File: src/rtl/w_mem_addr_gen_pkg.sv
// Shared widths, FSM encoding and tile descriptor for the PE weight-memory address sequencer.
package w_mem_addr_gen_pkg;

  localparam int unsigned ADDR_W = 12;
  localparam int unsigned ROW_W  = 8;
  localparam int unsigned COL_W  = 8;
  localparam int unsigned PROD_W = ROW_W + COL_W;

  typedef enum logic [1:0] {
    IDLE = 2'd0,
    RUN  = 2'd1,
    DONE = 2'd2
  } state_e;

  typedef struct packed {
    logic [ADDR_W-1:0] offset;
    logic [ROW_W-1:0]  row_num;
    logic [COL_W-1:0]  col_dim;
  } tile_cfg_t;

endpackage

File: src/rtl/w_mem_addr_gen_if.sv
// Read-request channel from the address sequencer toward the weight-memory read port.
interface w_mem_addr_gen_if;
  import w_mem_addr_gen_pkg::*;

  logic              req_valid;
  logic              req_ready;
  logic [ADDR_W-1:0] req_addr;
  logic [ROW_W-1:0]  req_row;
  logic [COL_W-1:0]  req_col;
  logic              req_last;

  modport master (
    output req_valid, req_addr, req_row, req_col, req_last,
    input  req_ready
  );

  modport slave (
    input  req_valid, req_addr, req_row, req_col, req_last,
    output req_ready
  );
endinterface

File: src/rtl/w_mem_addr_gen_addr_comp.sv
// AddrComp: offset + row_idx*col_dim + col_idx, full-width product, result wraps modulo 2^ADDR_W.
module w_mem_addr_gen_addr_comp
  import w_mem_addr_gen_pkg::*;
(
  input  logic [ADDR_W-1:0] offset,
  input  logic [ROW_W-1:0]  row_idx,
  input  logic [COL_W-1:0]  col_dim,
  input  logic [COL_W-1:0]  col_idx,
  output logic [ADDR_W-1:0] addr_c
);

  localparam int unsigned SUM_W = ((PROD_W > ADDR_W) ? PROD_W : ADDR_W) + 1;

  logic [PROD_W-1:0] prod;

  always_comb begin
    prod   = PROD_W'(row_idx) * PROD_W'(col_dim);
    addr_c = ADDR_W'(SUM_W'(offset) + SUM_W'(prod) + SUM_W'(col_idx));
  end

endmodule

File: src/rtl/w_mem_addr_gen.sv
// Weight-memory address sequencer: walks a latched tile row-major and issues one
// registered read request per element over valid/ready, then pulses done.
module w_mem_addr_gen
  import w_mem_addr_gen_pkg::*;
(
  input  logic                 clk,
  input  logic                 rst,
  input  logic                 start,
  input  logic [ADDR_W-1:0]    offset,
  input  logic [ROW_W-1:0]     row_num,
  input  logic [COL_W-1:0]     col_dim,
  output logic                 busy,
  output logic                 done,
  w_mem_addr_gen_if.master     rd
);

  state_e            state_q,     state_d;
  tile_cfg_t         cfg_q,       cfg_d;
  logic              req_valid_q, req_valid_d;
  logic [ADDR_W-1:0] req_addr_q,  req_addr_d;
  logic [ROW_W-1:0]  req_row_q,   req_row_d;
  logic [COL_W-1:0]  req_col_q,   req_col_d;
  logic              req_last_q,  req_last_d;
  logic              done_q,      done_d;
  logic              busy_q,      busy_d;

  logic              fire;
  logic              col_wrap;
  logic [ROW_W-1:0]  next_row;
  logic [COL_W-1:0]  next_col;
  logic              next_last;
  logic [ADDR_W-1:0] next_addr_c;

  // Successor of the current (row, col) pair in row-major order.
  always_comb begin
    fire      = req_valid_q & rd.req_ready;
    col_wrap  = (req_col_q == (cfg_q.col_dim - COL_W'(1)));
    next_col  = col_wrap ? '0 : (req_col_q + COL_W'(1));
    next_row  = req_row_q + ROW_W'(col_wrap);
    next_last = (next_row == (cfg_q.row_num - ROW_W'(1))) &&
                (next_col == (cfg_q.col_dim - COL_W'(1)));
  end

  w_mem_addr_gen_addr_comp u_addr_comp (
    .offset  (cfg_q.offset),
    .row_idx (next_row),
    .col_dim (cfg_q.col_dim),
    .col_idx (next_col),
    .addr_c  (next_addr_c)
  );

  always_comb begin
    state_d     = state_q;
    cfg_d       = cfg_q;
    req_valid_d = req_valid_q;
    req_addr_d  = req_addr_q;
    req_row_d   = req_row_q;
    req_col_d   = req_col_q;
    req_last_d  = req_last_q;

    case (state_q)
      IDLE: begin
        if (start) begin
          cfg_d.offset  = offset;
          cfg_d.row_num = row_num;
          cfg_d.col_dim = col_dim;
          // An empty tile skips straight to the done pulse without any request.
          if ((row_num != '0) && (col_dim != '0)) begin
            state_d     = RUN;
            req_valid_d = 1'b1;
            req_addr_d  = offset;
            req_row_d   = '0;
            req_col_d   = '0;
            req_last_d  = (row_num == ROW_W'(1)) && (col_dim == COL_W'(1));
          end else begin
            state_d = DONE;
          end
        end
      end
      RUN: begin
        if (fire) begin
          if (req_last_q) begin
            state_d     = DONE;
            req_valid_d = 1'b0;
            req_last_d  = 1'b0;
          end else begin
            req_addr_d = next_addr_c;
            req_row_d  = next_row;
            req_col_d  = next_col;
            req_last_d = next_last;
          end
        end
      end
      DONE:    state_d = IDLE;
      default: state_d = IDLE;
    endcase

    done_d = (state_d == DONE);
    busy_d = (state_d != IDLE);
  end

  always_ff @(posedge clk or posedge rst) begin
    if (rst) begin
      state_q     <= IDLE;
      cfg_q       <= '0;
      req_valid_q <= 1'b0;
      req_addr_q  <= '0;
      req_row_q   <= '0;
      req_col_q   <= '0;
      req_last_q  <= 1'b0;
      done_q      <= 1'b0;
      busy_q      <= 1'b0;
    end else begin
      state_q     <= state_d;
      cfg_q       <= cfg_d;
      req_valid_q <= req_valid_d;
      req_addr_q  <= req_addr_d;
      req_row_q   <= req_row_d;
      req_col_q   <= req_col_d;
      req_last_q  <= req_last_d;
      done_q      <= done_d;
      busy_q      <= busy_d;
    end
  end

  assign busy         = busy_q;
  assign done         = done_q;
  assign rd.req_valid = req_valid_q;
  assign rd.req_addr  = req_addr_q;
  assign rd.req_row   = req_row_q;
  assign rd.req_col   = req_col_q;
  assign rd.req_last  = req_last_q;

endmodule
File: src/flat_wrapper.sv
// flat-port wrapper written by rule: the top's interface ports become plain ports
module w_mem_addr_gen_flat import w_mem_addr_gen_pkg::*;
  (clk, rst, start, offset, row_num, col_dim, busy, done, rd_req_valid, rd_req_addr, rd_req_row, rd_req_col, rd_req_last, rd_req_ready);
  w_mem_addr_gen_if rd_i ();
  input  logic clk;
  input  logic rst;
  input  logic start;
  input  logic [ADDR_W-1:0] offset;
  input  logic [ROW_W-1:0] row_num;
  input  logic [COL_W-1:0] col_dim;
  output logic busy;
  output logic done;
  output wire logic [$bits(rd_i.req_valid)-1:0] rd_req_valid;
  output wire logic [$bits(rd_i.req_addr)-1:0] rd_req_addr;
  output wire logic [$bits(rd_i.req_row)-1:0] rd_req_row;
  output wire logic [$bits(rd_i.req_col)-1:0] rd_req_col;
  output wire logic [$bits(rd_i.req_last)-1:0] rd_req_last;
  input wire logic [$bits(rd_i.req_ready)-1:0] rd_req_ready;
  assign rd_req_valid = rd_i.req_valid;
  assign rd_req_addr = rd_i.req_addr;
  assign rd_req_row = rd_i.req_row;
  assign rd_req_col = rd_i.req_col;
  assign rd_req_last = rd_i.req_last;
  assign rd_i.req_ready = rd_req_ready;
  w_mem_addr_gen u_core (.clk(clk), .rst(rst), .start(start), .offset(offset), .row_num(row_num), .col_dim(col_dim), .busy(busy), .done(done), .rd(rd_i));
endmodule
File: config.mk
export PLATFORM = sky130hd
export DESIGN_NAME = w_mem_addr_gen_flat
export DESIGN_NICKNAME = d
export VERILOG_FILES = /design/src/rtl/w_mem_addr_gen_pkg.sv /design/src/rtl/w_mem_addr_gen_if.sv /design/src/rtl/w_mem_addr_gen_addr_comp.sv /design/src/rtl/w_mem_addr_gen.sv /design/src/flat_wrapper.sv
export SDC_FILE = /design/constraint.sdc
export NUM_CORES = 1
export LEC_CHECK = 0
export BUFFER_PORTS_ARGS = -buffer_cell sky130_fd_sc_hd__buf_2
export CORE_ASPECT_RATIO = 0.7
export CORE_MARGIN = 2
export CORE_UTILIZATION = 35
export DETAILED_ROUTE_END_ITERATION = 6
export MAX_ROUTING_LAYER = met4
export SLEW_MARGIN = 20
export SYNTH_ARGS = -nofsm -noshare
export SYNTH_HDL_FRONTEND = slang
export SYNTH_HIERARCHICAL = 1
export SYNTH_SLANG_ARGS = --single-unit
File: constraint.sdc
create_clock -name clk -period 8.4 [get_ports clk]
set_clock_uncertainty 0.1 [all_clocks]
set_input_delay 1.68 -clock clk [delete_from_list [all_inputs] [get_ports clk]]
set_output_delay 1.68 -clock clk [all_outputs]
set_load 0.01 [all_outputs]
# Word level (Yosys, flattened, before mapping)
# Index checks and enable logic that the tools add are counted.
totals:
  wordCells: 72
  output_inout_bits: 32
  in_bits: 32
  regBits: 62
op_classes:
  mux: 29
  n_bitwise: 1
  eq_ne: 12
  add_sub_neg: 6
  reduce_logical: 12
  mul: 1
op_table:
  columns: ["cell", "n"]
  rows:
  - ["8-bit two-way mux", 7]
  - ["12-bit two-way mux", 4]
  - ["8-bit one-hot mux with 2 select lines", 2]
  - ["8-bit == test", 3]
  - ["12-bit one-hot mux with 2 select lines", 1]
  - ["8-bit by 1-bit == test with 1-bit output (second input constant)", 2]
  - ["8-bit nonzero test", 2]
  - ["8-bit by 1-bit subtractor with 8-bit output (second input constant)", 2]
  - ["12-bit adder", 1]
  - ["12-bit by 8-bit adder with 12-bit output", 1]
  - ["8-bit by 8-bit multiplier with 12-bit output", 1]
  - ["5-bit AND reduction", 2]
  - ["8-bit by 1-bit adder with 8-bit output", 1]
  - ["8-bit by 1-bit adder with 8-bit output (second input constant)", 1]
  - ["1-bit two-way mux", 8]
  - ["2-bit two-way mux", 4]
  - ["2-bit by 1-bit inequality test with 1-bit output (second input constant)", 3]
  - ["2-bit inequality test (second input constant)", 2]
  - ["1-bit one-hot mux with 2 select lines", 2]
  - ["2-bit one-hot mux with 2 select lines", 1]
  - ["4-bit AND reduction", 1]
  - ["2-bit nonzero test", 2]
  - ["1-bit logical AND", 3]
  - ["2-bit by 1-bit == test with 1-bit output (second input constant)", 1]
  - ["other kinds (4)", 4]

# Depth between registers and ports, before layout
logic_depth:
  depth_word: 9
  mapped_depth: 30
  ltp_nobuf: 30

# By module
# Netlist, hierarchy kept.
modules_own_cells:
  columns: ["mod", "seq_area_each_um2", "instances", "cells_per_inst", "area_each_um2"]
  rows:
  - ["w_mem_addr_gen", 1551.5, 1, 359, 3543.4]
  - ["w_mem_addr_gen_addr_comp", 0.0, 1, 253, 2235.9]

# Worst setup path before layout
# Ideal clock, no wire load.
synth_timing:
  path_type: "flip-flop to flip-flop"
  from: "reg u_core/cfg_q[0] in the netlist's numbering"
  to: "reg u_core.req_addr_q[9] (netlist: u_core/rd.req_addr[9])"
  synth_period_minus_slack_ps: 6920
  path_stages_with_launch: 31
  path_buffers: 0
  arrival_time_ps: 6686
  setup_time_ps: 134
  path_slack_ps: 1480
  required_ps: 8166
  path_cell_list: "dfrtp_1 -> inv_1 -> ha_1 -> nor3b_1 -> or3_1 -> a41oi_2 -> nor2_1 -> nor3_1 -> ha_1 -> ha_1 -> nand3_1 -> xor2_1 -> inv_1 -> nand2_1 -> fa_1 -> inv_1 -> fa_1 -> inv_1 -> fa_1 -> inv_1 -> fa_1 -> inv_1 -> fa_1 -> inv_1 -> ha_1 -> nand3_1 -> o211a_1 -> or3_1 -> xnor2_1 -> mux2i_1 -> o21ai_0"
synth_via:
  elab_chain_cells: 9
  elab_cells_between_ends: 10
  classes_between: "4 x add/sub; 1 x mul; 1 x eq/ne; 4 x mux"
synth_lines:
  columns: ["item", "line", "source"]
  rows:
  - ["start: declaration", "w_mem_addr_gen.sv:18", "tile_cfg_t cfg_q, cfg_d;"]
  - ["start signal: assignment", "w_mem_addr_gen.sv:115", "cfg_q <= cfg_d;"]
  - ["8-bit by 1-bit subtractor with 8-bit output", "w_mem_addr_gen.sv:37", "col_wrap = (req_col_q == (cfg_q.col_dim - COL_W'(1)));"]
  - ["8-bit == test", "w_mem_addr_gen.sv:37", null]
  - ["8-bit by 1-bit adder with 8-bit output", "w_mem_addr_gen.sv:39", "next_row = req_row_q + ROW_W'(col_wrap);"]
  - ["net u_core.next_row[6]", "w_mem_addr_gen.sv:29", "logic [ROW_W-1:0] next_row;"]
  - ["8-bit by 8-bit multiplier with 12-bit output", "w_mem_addr_gen_addr_comp.sv:17", "prod = PROD_W'(row_idx) * PROD_W'(col_dim);"]
  - ["12-bit adder", "w_mem_addr_gen_addr_comp.sv:18", "addr_c = ADDR_W'(SUM_W'(offset) + SUM_W'(prod) + SUM_W'(col_idx));"]
  - ["12-bit by 8-bit adder with 12-bit output", "w_mem_addr_gen_addr_comp.sv:18", null]
  - ["net u_core.next_addr_c[9]", "w_mem_addr_gen.sv:32", "logic [ADDR_W-1:0] next_addr_c;"]
  - ["12-bit two-way mux", "w_mem_addr_gen.sv:82", "if (req_last_q) begin"]
  - ["12-bit two-way mux", "w_mem_addr_gen.sv:81", "if (fire) begin"]
  - ["12-bit one-hot mux with 2 select lines", "w_mem_addr_gen.sv:61", "case (state_q)"]
  - ["end signal: assignment", "w_mem_addr_gen.sv:117", "req_addr_q <= req_addr_d;"]
  - ["end: declaration", "w_mem_addr_gen.sv:20", "logic [ADDR_W-1:0] req_addr_q, req_addr_d;"]
# The timed path passes the listed nets, and every way through them passes these cells. The select of a mux whose other input is x is not followed.
# A chain may end at the register's enable or synchronous reset.

# Worst setup path after layout
layout_timing:
  from: "reg u_core/cfg_q[0] in the netlist's numbering"
  to: "reg u_core.req_addr_q[10] (netlist: u_core/rd.req_addr[10])"
# The elaborated chain is that of the path after synthesis.

==> impl_metrics.py <==
metrics = {
    "sta": {
        "drv_slew": 0,
        "fin_crit_ns": 7.75,
        "rsz0062_at_grt": "false",
        "tns_ns": 0,
        "relSlewSlack_pct": 27.6,
        "fin_crit_sh_pct": 92.2,
        "finalHoldViolCount": 0,
        "worstMarginPinSlew_ns": 1.08,
        "setup_viol": 0,
        "holdWs_ns": 0.374,
        "max_clock_freq_mhz": 129,
    },
    "cells_and_area": {
        "regArea_sq_um": 1550,
        "postLayoutCoreUtil_pct": 40.8,
        "n_antenna_cell": 0,
        "nFillCells": 1605,
        "final_cell_mix": "inv_1, nand2_1, buf_2",
        "multi_input_area_sq_um": 3870,
        "syn2layout_area_growth_pct": 14.8,
        "nNetsFinal": 789,
        "drive_gt1_share_pct": 18.6,
        "final_common_cell": "inv_1",
    },
    "placement": {
        "gp_congestion": 0.877,
        "portBuffers": 63,
        "dpl.hpwl_microns": 12300,
    },
    "floorplanning": {
        "io_pins": 64,
        "die_w_microns": 158,
        "initial_core_util_pct": 35.6,
        "die_h_microns": 112,
        "fp.coreArea_sq_um": 16200,
        "placementRows": 39,
        "dieArea_sq_um": 17600,
    },
    "worst_setup_path": {
        "crit_fanout": 11,
        "reg2reg_slack_ns": 0.65,
        "crit_path_end_kind": "flip-flop",
        "reg2regPathDepth": 26,
        "critPathKind": "reg -> reg",
        "cp-start-kind": "flip-flop",
        "r2r_end": "u_core/rd.req_addr[10]",
        "regToRegStartpoint": "u_core/cfg_q[0]",
        "crit_path_top_delay_cell": "xor2_1",
        "path_buf_inv": 4,
        "path_delay_family": "adder cells",
        "critPathRequiredTime_ns": 8.55,
        "max_stage_delay_ns": 0.78,
        "crit_arrival_ns": 7.90,
        "cpMostUsedCell": "ha_1",
    },
    "power_and_ir_drop": {
        "p_leak_nw": 3.24,
        "ir_worst_vdd_mv": 0.117,
        "sequentialPowerShare_pct": 27.9,
        "p_int_mw": 1.09,
        "switching_share_pct": 45.4,
        "powerDensity_nw_per_um2": 300,
        "p_sw_mw": 0.903,
        "p_clk_share_pct": 18.1,
        "combPwrFrac_pct": 53.9,
        "power.total_mw": 1.99,
    },
    "cts": {
        "cts_tree": "done",
        "clk_path_buf_depth": 2,
        "cts_hold_buf": 0,
        "post_cts.repair.setup_buffers": 0,
        "clock-sinks": 62,
        "clockRootBuffer": "clkbuf_16",
        "cts_htree_levels": 3,
        "cts.reportedPaths.clkPinSlew_ns": 0.06,
        "cts-resized-gates": 0,
        "clk_latency_ns": 0.34,
        "cts_inserted_buffers": 9,
    },
    "synthesis": {
        "yosysSeqAreaShare_pct": 26.8,
        "synth-edff-count": 0,
        "synth_area_leaders": "dfrtp_1, fa_1, ha_1",
        "yosysUniqueCellTypes": 59,
        "synth_fp_nets": 727,
        "ys_async_sr_fraction_pct": 100,
        "ys.flop_type": "dfrtp_1",
        "yosysTopAreaCellShare_pct": 26.8,
        "yosysWarnings": 6,
        "synth-seq-cells": 62,
        "yosys.area.top_type": "dfrtp_1",
        "netlist_instances": 612,
        "postSynthAreaPerCell_sq_um": 9.44,
        "syn_area_sq_um": 5780,
    },
    "run": {
        "max_cap_violations": 0,
    },
    "global_route": {
        "grt_pass1_wl_microns": 25500,
        "grt_max_degree": 63,
        "grtUsageTotal_pct": 19.5,
        "grt_pass1_vias": 4759,
        "overflow": 0,
        "antenna_found_initial": 0,
    },
    "drt": {
        "routedWlPerCell_microns": 17.3,
        "dr_total_vias": 4565,
        "vias_per_cell": 5.05,
        "finalWirelength_microns": 15600,
        "drt_pass1_iterations": 5,
        "ant_nets": 0,
        "drt_iter0_markers": 352,
        "drc": 0,
    },
    "worst_hold_path": {
        "hp-class": "reg -> reg",
        "hold_path_end": "u_core/rd.req_addr[2]",
        "whs_path_depth": 2,
        "timing.hold.worst.start": "u_core/rd.req_addr[2]",
    },
    "run_status": {
        "status": "finished, final reports clean",
    },
}
-- cell families (layout without fill, tap and decap cells) --
kind of cell             Yosys count  in the layout  synth area share, %
AND/OR/NAND/NOR                  200            200                 18.0
flip-flops                        62             62                 26.8
multiplexers                      38             38                 7.10
buffers and inverters             93            160                 6.19
AO/OA/AOI/OAI                     77             77                 8.77
adder cells (fa/ha/maj)           83             83                 23.9
XOR/XNOR                          59             59                 9.18
-- power groups by stage --
stage / combinational [mW] / clock (mW) / sequential, mW
floorplan: 0.800 / 0 / 0.518
finish: 1.07 / 0.360 / 0.555
global placement: 1.04 / 0 / 0.554
global route: 1.22 / 0.384 / 0.580
CTS: 1.08 / 0.373 / 0.558
detailed placement: 1.07 / 0 / 0.563
-- cell usage after synthesis (all sizes together) (13+ instances only) --
library cell	count
inv	75
fa	46
nand2	73
clkbuf	16
o21ai	36
mux2	24
mux2i	14
xnor2	36
nand3	14
and2	36
nor2	24
ha	37
xor2	22
nor3	13
dfrtp	62
-- tightest hold or removal path, stage by stage (launching register included) --
cell and delay, ns:
dfrtp_1 0.34, nand2_1 0.04, o21ai_0 0.06
-- final cells by class --
class / instances / share of cell area (%)
inverter: 75 / 4.24
timing repair buffer: 69 / 5.43
tap: 225 / 4.24
clock buffer: 9 / 3.40
clock inverter: 7 / 0.868
sequential: 62 / 23.4
multi-input combinational: 457 / 58.4
-- sequential cells by signal (all words and copies together) (netlist names) --
| name | flops |
|---|---|
| u_core/rd.req_last | 1 |
| u_core/rd.req_row | 8 |
| u_core/busy | 1 |
| u_core/rd.req_addr | 12 |
| u_core/rd.req_valid | 1 |
| u_core/rd.req_col | 8 |
| u_core/state_q | 2 |
| u_core/done | 1 |
| u_core/cfg_q | 28 |
-- how the worst max path moves through the flow --
stage / startpoint / end / slack [ns] / depth (start not counted)
2_1_floorplan: u_core/cfg_q[0] / u_core/rd.req_addr[9] / 1.48 / 30
3_3_place_gp: u_core/cfg_q[0] / u_core/rd.req_addr[9] / 1.07 / 27
3_5_place_dp: u_core/cfg_q[0] / u_core/rd.req_addr[9] / 0.77 / 30
4_1_cts: u_core/cfg_q[0] / u_core/rd.req_addr[11] / 0.74 / 30
5_1_grt: u_core/cfg_q[0] / u_core/rd.req_addr[9] / 0.14 / 30
6_report: u_core/cfg_q[0] / u_core/rd.req_addr[10] / 0.65 / 26
-- through the flow --
step,setup WS [ns],instances,instance area [sq um]
after floorplan,1.48,612,5780
after global placement,1.07,888,6350
after detailed placement,0.769,888,6350
after CTS,0.736,904,6630
after global routing,0.141,904,6630
final,0.653,904,6630
-- per-layer routing --
layer / vias up / wire [microns] / global-route usage [%]
li1: 2140 / - / -
met1: 2233 / 7510 / 27.0
met2: 171 / 6680 / 28.1
met3: 21 / 1200 / 5.72
met4: 0 / 231 / 4.18
met5: - / 0 / -
No activity file was read; power rests on OpenSTA's default activity.
